File: config.mk
export PLATFORM = sky130hd
export DESIGN_NAME = fetch_unit
export DESIGN_NICKNAME = d
export VERILOG_FILES = /design/src/rtl/cpu_types_pkg.sv /design/src/rtl/ifid_latch.sv /design/src/rtl/fetch_unit.sv
export SDC_FILE = /design/constraint.sdc
export NUM_CORES = 1
export LEC_CHECK = 0
export BUFFER_PORTS_ARGS = -buffer_cell sky130_fd_sc_hd__buf_2
export CORE_MARGIN = 1
export CORE_UTILIZATION = 33
export CTS_BUF_LIST = sky130_fd_sc_hd__clkbuf_8
export DETAILED_ROUTE_END_ITERATION = 8
export PLACE_DENSITY = 0.66
export SYNTH_ARGS = -nofsm -noshare
export SYNTH_HDL_FRONTEND = slang
export SYNTH_SLANG_ARGS = --single-unit
File: constraint.sdc
create_clock -name CLK -period 4.6 [get_ports CLK]
set_input_delay 0 -clock CLK [delete_from_list [all_inputs] [get_ports CLK]]
set_output_delay 0 -clock CLK [all_outputs]
set_load 0.03 [all_outputs]
File: src/rtl/cpu_types_pkg.sv
// cpu_types_pkg
//   Shared types for the fetch stage: 32-bit word type, fetch FSM state
//   encoding and the PC increment.
package cpu_types_pkg;

   typedef logic [31:0] word_t;

   typedef enum logic [1:0] {
      FETCH  = 2'd0,
      HOLD   = 2'd1,
      HALTED = 2'd2
   } fetch_state_t;

   localparam word_t PC_STEP = 32'd4;

endpackage

File: src/rtl/ifid_latch.sv
// ifid_latch
//   Instruction / PC+4 / valid register with clear, load and hold.
//   Clear has priority over load; neither asserted holds the contents.
//   Used both for the IF/ID pipeline register and for the stall buffer.
// Ports
//   clk, rst        clock, asynchronous active-high reset (clears contents)
//   clear           zero instr/npc/valid next edge
//   load            capture d_instr/d_npc/d_valid next edge
//   d_instr/d_npc/d_valid   data to capture
//   instr/npc/valid         registered contents
module ifid_latch
   import cpu_types_pkg::*;
(
   input  logic  clk,
   input  logic  rst,
   input  logic  clear,
   input  logic  load,
   input  word_t d_instr,
   input  word_t d_npc,
   input  logic  d_valid,
   output word_t instr,
   output word_t npc,
   output logic  valid
);

   word_t instr_q, instr_d;
   word_t npc_q,   npc_d;
   logic  valid_q, valid_d;

   always_comb begin
      instr_d = instr_q;
      npc_d   = npc_q;
      valid_d = valid_q;
      if (clear) begin
         instr_d = '0;
         npc_d   = '0;
         valid_d = 1'b0;
      end else if (load) begin
         instr_d = d_instr;
         npc_d   = d_npc;
         valid_d = d_valid;
      end
   end

   always_ff @(posedge clk or posedge rst) begin
      if (rst) begin
         instr_q <= '0;
         npc_q   <= '0;
         valid_q <= 1'b0;
      end else begin
         instr_q <= instr_d;
         npc_q   <= npc_d;
         valid_q <= valid_d;
      end
   end

   assign instr = instr_q;
   assign npc   = npc_q;
   assign valid = valid_q;

endmodule

File: src/rtl/fetch_unit.sv
// fetch_unit
//   Instruction-fetch stage with IF/ID register. Owns the PC, requests words
//   over iREN/ihit, buffers a word returned while decode is stalled, and
//   handles redirect, flush and HALT freeze.
// Optional feature: define FETCH_PERF_EN to add fetch_count / stall_count
//   saturating performance counters.
// Ports
//   CLK, RST                clock, asynchronous active-high reset
//   ihit, imemload          memory returns a word this cycle
//   iREN, imemaddr          read request and word-aligned fetch address
//   stall                   decode cannot accept, hold IF/ID
//   flush                   squash IF/ID contents
//   redirect, redirect_pc   load new PC (low two bits ignored)
//   halt                    freeze fetch until reset
//   instr_out, npc_out, valid_out   IF/ID contents
//   halted                  fetch frozen
//   fetch_count, stall_count        (FETCH_PERF_EN only)
//
// state  | meaning
// FETCH  | requesting pc; returned word goes to IF/ID, or to buffer if stalled
// HOLD   | word buffered during stall; no request until buffer drains
// HALTED | frozen by HALT; IF/ID invalid; only reset exits
module fetch_unit
   import cpu_types_pkg::*;
#(
   parameter logic [31:0] PC_INIT = 32'h0000_0000
) (
   input  logic        CLK,
   input  logic        RST,
   input  logic        ihit,
   input  logic [31:0] imemload,
   output logic        iREN,
   output logic [31:0] imemaddr,
   input  logic        stall,
   input  logic        flush,
   input  logic        redirect,
   input  logic [31:0] redirect_pc,
   input  logic        halt,
   output logic [31:0] instr_out,
   output logic [31:0] npc_out,
   output logic        valid_out,
   output logic        halted
`ifdef FETCH_PERF_EN
  ,output logic [31:0] fetch_count,
   output logic [31:0] stall_count
`endif
);

   fetch_state_t state_q, state_d;
   word_t        pc_q, pc_d;
   word_t        pc_plus4;

   logic  ifid_load, ifid_clear, ifid_valid_d;
   word_t ifid_instr_d, ifid_npc_d;
   logic  buf_load, buf_clear;
   word_t buf_instr, buf_npc;
   logic  buf_valid;

   assign pc_plus4 = pc_q + PC_STEP;

   always_comb begin
      state_d      = state_q;
      pc_d         = pc_q;
      ifid_load    = 1'b0;
      ifid_clear   = 1'b0;
      ifid_instr_d = imemload;
      ifid_npc_d   = pc_plus4;
      ifid_valid_d = 1'b1;
      buf_load     = 1'b0;
      buf_clear    = 1'b0;

      if (state_q == HALTED) begin
         ifid_clear = 1'b1;
         buf_clear  = 1'b1;
      end else if (halt) begin
         state_d    = HALTED;
         ifid_clear = 1'b1;
         buf_clear  = 1'b1;
      end else if (redirect || flush) begin
         // Any buffered or same-cycle word belongs to the squashed path.
         state_d   = FETCH;
         buf_clear = 1'b1;
         if (redirect)
            pc_d = redirect_pc & ~word_t'(3);
         if (flush || !stall)
            ifid_clear = 1'b1;
      end else if (stall) begin
         if (state_q == FETCH && ihit) begin
            buf_load = 1'b1;
            pc_d     = pc_plus4;
            state_d  = HOLD;
         end
      end else begin
         case (state_q)
            FETCH: begin
               ifid_load = 1'b1;
               if (ihit) begin
                  pc_d = pc_plus4;
               end else begin
                  // Bubble: keep npc, drop instruction and valid.
                  ifid_instr_d = '0;
                  ifid_npc_d   = npc_out;
                  ifid_valid_d = 1'b0;
               end
            end
            HOLD: begin
               ifid_load    = 1'b1;
               ifid_instr_d = buf_instr;
               ifid_npc_d   = buf_npc;
               ifid_valid_d = buf_valid;
               buf_clear    = 1'b1;
               state_d      = FETCH;
            end
            default: state_d = FETCH;
         endcase
      end
   end

   always_ff @(posedge CLK or posedge RST) begin
      if (RST) begin
         state_q <= FETCH;
         pc_q    <= PC_INIT;
      end else begin
         state_q <= state_d;
         pc_q    <= pc_d;
      end
   end

   ifid_latch u_ifid (
      .clk     (CLK),
      .rst     (RST),
      .clear   (ifid_clear),
      .load    (ifid_load),
      .d_instr (ifid_instr_d),
      .d_npc   (ifid_npc_d),
      .d_valid (ifid_valid_d),
      .instr   (instr_out),
      .npc     (npc_out),
      .valid   (valid_out)
   );

   ifid_latch u_hold_buf (
      .clk     (CLK),
      .rst     (RST),
      .clear   (buf_clear),
      .load    (buf_load),
      .d_instr (imemload),
      .d_npc   (pc_plus4),
      .d_valid (1'b1),
      .instr   (buf_instr),
      .npc     (buf_npc),
      .valid   (buf_valid)
   );

   // Request depends only on state and reset, never on ihit.
   assign iREN     = (state_q == FETCH) && !RST;
   assign imemaddr = {pc_q[31:2], 2'b00};
   assign halted   = (state_q == HALTED);

`ifdef FETCH_PERF_EN
   word_t fetch_count_q, fetch_count_d;
   word_t stall_count_q, stall_count_d;

   always_comb begin
      fetch_count_d = fetch_count_q;
      stall_count_d = stall_count_q;
      if (ifid_load && ifid_valid_d && !ifid_clear && fetch_count_q != '1)
         fetch_count_d = fetch_count_q + 32'd1;
      if (stall && state_q != HALTED && stall_count_q != '1)
         stall_count_d = stall_count_q + 32'd1;
   end

   always_ff @(posedge CLK or posedge RST) begin
      if (RST) begin
         fetch_count_q <= '0;
         stall_count_q <= '0;
      end else begin
         fetch_count_q <= fetch_count_d;
         stall_count_q <= stall_count_d;
      end
   end

   assign fetch_count = fetch_count_q;
   assign stall_count = stall_count_q;
`endif

endmodule

-- After elaboration in Yosys (flattened, before gate mapping)
Cells that the tools add are included.
- register bits after elaboration: 164
- logic and storage cells: 92
- bits of input ports: 71
- bits in read-only memories: 0
- bits in writable memories: 0
- bits in latches: 0
- output and inout port bits: 99
- memories: 0
- mux-type cells: 59
- shifts and indexed selects: 0
- equality and inequality tests: 7
- add/sub/neg operators: 1
- div/mod/pow operators: 0
- bitwise gates (word level): 2
- magnitude comparators: 0
- $mul: 0
- reductions and logical operators: 15
- operators with widths (operator ; number):
    2-to-1 mux 32 bit ; 23
    case mux 32 bit (2 select lines) ; 2
    adder 32 x 3 -> 32 bit (second input constant) ; 1
    2-to-1 mux 1 bit ; 28
    2-to-1 mux 2 bit ; 5
    != test 7 bit (second input constant) ; 1
    AND reduction 6 bit ; 1
    nonzero test 3 bit ; 2
    != test 4 x 1 -> 1 bit (second input constant) ; 1
    != test 4 bit (second input constant) ; 1
    nonzero test 2 bit ; 2
    != test 3 x 1 -> 1 bit (second input constant) ; 1
    AND reduction 3 bit ; 1
    == test 2 x 1 -> 1 bit (second input constant) ; 1
    == test 2 bit (second input constant) ; 1
    logical AND 1 bit ; 2
    logical NOT 1 bit ; 2
    logical NOT 2 bit ; 1
    logical OR 1 bit ; 2
    != test 2 bit (second input constant) ; 1
    NOT 1 bit ; 2
    case mux 1 bit (2 select lines) ; 1
    AND reduction 2 bit ; 1
    OR reduction 2 bit ; 1

-- Logic depth before layout (Yosys ltp)
- depth after elaboration: 9
- mapped depth: 8
- mapped depth without buffers: 6

-- Cells and area by module
Synthesis repeated with hierarchy kept, for this count alone.
- cell total of the unflattened synthesis: 868
- area total of the unflattened synthesis: 8727.1 um2
- modules (own cells, without submodules) (module ; area an instance (um2) ; instances ; sequential area each (um2) ; cells an instance):
    ifid_latch ; 2671.3 ; 2 ; 1626.6 ; 210
    fetch_unit ; 3384.5 ; 1 ; 800.8 ; 448

-- Least setup slack after synthesis
OpenSTA, ideal clock, no wires.
- kind: register to register
- from: register pc_q[2]
- to: register u_ifid.npc_q[30], in the netlist u_ifid.npc[30]
- arrival: 2.187 ns
- period minus slack after synthesis: 2.254 ns
- slack: 2.346 ns
- buffers on the path: 1
- setup time: 0.067 ns
- cell stages (with the launch flop): 8
- path through: dfrtp_1 > ha_1 > and4_1 > buf_2 > nand4_1 > or4_1 > nand3_1 > a32o_1
- cells in the longest elaborated chain, start to end: 9
- RTL lines (element ; RTL line ; text):
    start, declared ; fetch_unit.sv:50 ; word_t pc_q, pc_d;
    start signal, assigned ; fetch_unit.sv:125 ; pc_q <= pc_d;
    adder 32 x 3 -> 32 bit (*) ; fetch_unit.sv:59 ; assign pc_plus4 = pc_q + PC_STEP;
    2-to-1 mux 32 bit ; fetch_unit.sv:97 ; if (ihit) begin
    case mux 32 bit (2 select lines) ; fetch_unit.sv:94 ; case (state_q)
    2-to-1 mux 32 bit ; fetch_unit.sv:87 ; end else if (stall) begin
    2-to-1 mux 32 bit ; fetch_unit.sv:79 ; end else if (redirect || flush) begin
    2-to-1 mux 32 bit ; fetch_unit.sv:75 ; end else if (halt) begin
    2-to-1 mux 32 bit (*) ; fetch_unit.sv:72 ; if (state_q == HALTED) begin
    2-to-1 mux 32 bit (*) ; ifid_latch.sv:38 ; end else if (load) begin
    2-to-1 mux 32 bit (*) ; ifid_latch.sv:34 ; if (clear) begin
    end signal, assigned ; ifid_latch.sv:52 ; npc_q <= npc_d;
    end, declared ; ifid_latch.sv:27 ; word_t npc_q, npc_d;
Every way passes the cells marked *; elsewhere a longest branch is shown, timed or not. The select of a mux whose other input is x is not followed.
A chain may end at the register's enable or synchronous reset.

-- Final worst setup path
- from: register state_q[0]
- to: register pc_q[27]
- cells in the longest elaborated chain, start to end: 4
- elaborated cells on any way between the ends: 7
- RTL lines (element ; RTL line ; text):
    start, declared ; fetch_unit.sv:49 ; fetch_state_t state_q, state_d;
    start signal, assigned ; fetch_unit.sv:124 ; state_q <= state_d;
    logical NOT 2 bit ; fetch_unit.sv:88, fetch_unit.sv:94 ;
    logical AND 1 bit ; fetch_unit.sv:88 ; if (state_q == FETCH && ihit) begin
    != test 3 x 1 -> 1 bit (no source line) ; - ;
    AND reduction 6 bit (no source line) (*) ; - ;
Every way passes the cells marked *; elsewhere a longest branch is shown, timed or not.

==> impl_metrics.yaml <==
pwr:
  clockPowerShare_pct: 36.7
  power.internal_w: 0.00212
  p_leak_nw: 4.65
  p_per_area_mw_per_mm2: 301
  p_total_w: 0.00298
  power.switching_w: 0.000859
  ir_drop_mv: 0.174
  combPwrFrac_pct: 12.8
  switching_share_pct: 28.9
  p_seq_share_pct: 50.5
synth:
  syn_avg_cell_area_um2: 9.24
  syn_inst: 839
  synth-edff-count: 0
  synthArstFlopShare_pct: 100
  ys_warn_count: 0
  synthDistinctLibCells: 60
  synth_seq_cells: 160
  synthFlopType: "dfrtp_1"
  yosysSeqAreaShare_pct: 51.7
  syn_area_mm2: 0.00775
detailed_routing:
  wl_met1_um: 11000
  routed_via_density: 5.23
  routedWlPerCell_um: 17.4
  wl_met3_um: 1680
  drt_iter0_drc: 635
  first_pass_iters: 7
  routed_wl_um: 23600
  drc: 0
  route.vias.total: 7128
  ant_nets: 0
  wl_met2_um: 10700
  top_layer_used: "met5"
timing:
  slew_violations: 0
  finalSetupViolCount: 0
  finalClockSkew_ps: 14.5
  tightest_slew_ps: 1160
  rsz0062_at_grt: "no"
  fmax_ghz: 0.333
  worst_slack_ps: 1590
  period_needed_ps: 3010
  tns_ps: 0
  max-slew-margin-rel_pct: 22.4
  holdWs_ps: 114
  timing.final.crit_share_pct: 65.3
  finalHoldViolCount: 0
final_layout:
  antenna_cells: 0
  area_growth_pct: 27.7
  nNetsFinal: 1109
  final_cells: 1362
  final_common_cell: "buf_2"
  layout_common_cells: "buf_2 (165), dfrtp_1 (159), nand2_1 (136)"
  layout-drive-gt1-share_pct: 21.9
clock_tree:
  cts_buffer_depth: 2
  clock_latency_ps: 460
  cts_buffers: 17
  clkTransAtPathRegs_ps: 90
  cts_tree: "built"
  cts_max_level: 4
  cts.sink_count: 160
  ctsResizeCount: 0
  root_buffer: "clkbuf_8"
setup_path:
  crit_required_ps: 4990
  critPathKind: "reg -> reg"
  rr_startpoint: "state_q[0]$_DFFE_PP0P_"
  crit_start: "state_q[0]$_DFFE_PP0P_"
  crit_path_end: "pc_q[27]$_DFFE_PP0P_"
  crit_arrival_ps: 3390
  r2r_end: "pc_q[27]$_DFFE_PP0P_"
  endpoint_kind: "flip-flop"
  cp_max_fo: 67
  reg2reg_setup_slack_ps: 1590
  r2r_cells: 6
  critPathLaunchType: "flip-flop"
die:
  rows: 55
  die_area_mm2: 0.0241
  dieHeight_um: 155
  die_w_um: 155
  start_util_pct: 33.9
  core_mm2: 0.0228
  pin_count: 170
global_route:
  grt_pass1_vias: 6645
  track_usage_pct: 19.8
  grt_max_degree: 68
  antenna_found_initial: 1
  grt_pass1_wl_um: 37400
  grt_overflow: 0
run_status:
  status: "finished clean"
worst_hold_path:
  min_path_type: "in -> reg"
  worstHoldStart: "redirect"
place:
  place_congestion: 0.830
  dp_hpwl_um: 15300
  pre_cts_slack_ps: 1640
  portBuffers: 165
  dp_cells: 1266
job:
  drv_cap: 0
==> cell type report <==
class	count	area (um^2)
Inverter	7	31.3
Timing Repair Buffer	246	1600
Fill cell	2257	13000
Sequential cell	160	4010
Tap cell	313	392
Clock inverter	14	166
Clock buffer	17	234
Multi-Input combinational cell	605	3470
==> cells in the mapped netlist, types with 5 or more instances <==
master	count	share of area [%]
dfrtp_1	160	52
nand2_1	136	6.6
o21ai_0	96	6.2
a21oi_1	62	4.0
nor2_1	62	3.0
clkbuf_1	48	2.3
a22o_1	40	4.5
nand3_1	29	1.9
a22oi_1	15	1.5
nand4_1	13	1.0
xor2_1	12	1.4
a21o_1	11	1.1
a2bb2oi_1	11	1.2
o22ai_1	11	0.89
nor3_1	10	0.65
xnor2_1	9	1.0
buf_2	8	0.52
inv_1	7	0.34
or3_1	7	0.57
or4_1	7	0.68
a32o_1	6	0.78
nand2b_1	6	0.48
buf_1	5	0.24
o31ai_1	5	0.48
==> state kept, by name (all words and copies together), names as in the netlist <==
register	count
state_q	2
u_hold_buf.valid	1
u_ifid.valid	1
u_ifid.npc	31
u_hold_buf.instr	32
u_hold_buf.npc	31
pc_q	30
u_ifid.instr	32
==> how the worst min path moves through the flow <==
stage                                              to  slack (ps)  cells after the start
final                       u_ifid.npc[1]$_DFFE_PP0P_         110                      3
after global routing        u_ifid.npc[1]$_DFFE_PP0P_         110                      3
after CTS                   u_ifid.npc[1]$_DFFE_PP0P_          90                      3
after detailed placement  u_ifid.instr[8]$_DFFE_PP0P_         120                      2
after global placement    u_ifid.instr[8]$_DFFE_PP0P_         120                      2
after floorplan                                  iREN         110                      1
==> per-layer routing <==
metal / global-route usage, % / vias to the layer above
met5: 0 / -
met4: 4.44 / 2
met3: 4.93 / 18
met2: 30.8 / 271
met1: 27.8 / 3437
li1: - / 3400
==> power groups by stage <==
stage                     Sequential, W  Clock (W)  Combinational (W)
after floorplan                 0.00157          0           0.000164
after global placement          0.00153          0           0.000331
after detailed placement        0.00153          0           0.000337
after CTS                       0.00150    0.00112           0.000382
after global routing            0.00151    0.00118           0.000415
final                           0.00150    0.00109           0.000381
==> logic make-up (layout without fill, tap and decap cells) <==
| group | count (synthesis) | count (layout) | synth area share [%] |
|---|---|---|---|
| muxes | 2 | 2 | 0.258 |
| other | 1 | 2 | 0.0484 |
| and+or+nand+nor | 301 | 301 | 18.3 |
| xor gates and xnor gates | 21 | 21 | 2.37 |
| buffers and inverters | 75 | 284 | 4.20 |
| AOI/OAI and AO/OA | 278 | 278 | 23.0 |
| adders and majority gates | 1 | 1 | 0.161 |
| DFF | 160 | 160 | 51.7 |
==> worst max-delay path: stages (launching register included) <==
cell and delay (ps):
dfrtp_2 600, buf_4 610, nor2b_1 300, a211oi_4 870, buf_4 270, o21ai_0 80
a2bb2oi_1 180
==> per-stage QoR <==
| stage | utilization, % | area [um^2] |
|---|---|---|
| after global routing | 43.3 | 9890 |
| final | 43.3 | 9890 |
| after CTS | 43.3 | 9890 |
| after global placement | 38.7 | 8840 |
| after floorplan | - | 7750 |
| after detailed placement | 38.7 | 8840 |
==> timing repair <==
item                                   4_1_cts  5_1_grt
buffers inserted                             0        0
hold buffers                                65        0
endpoints found under the hold margin      155        0
Note: power is estimated with default switching activity, not from simulation.
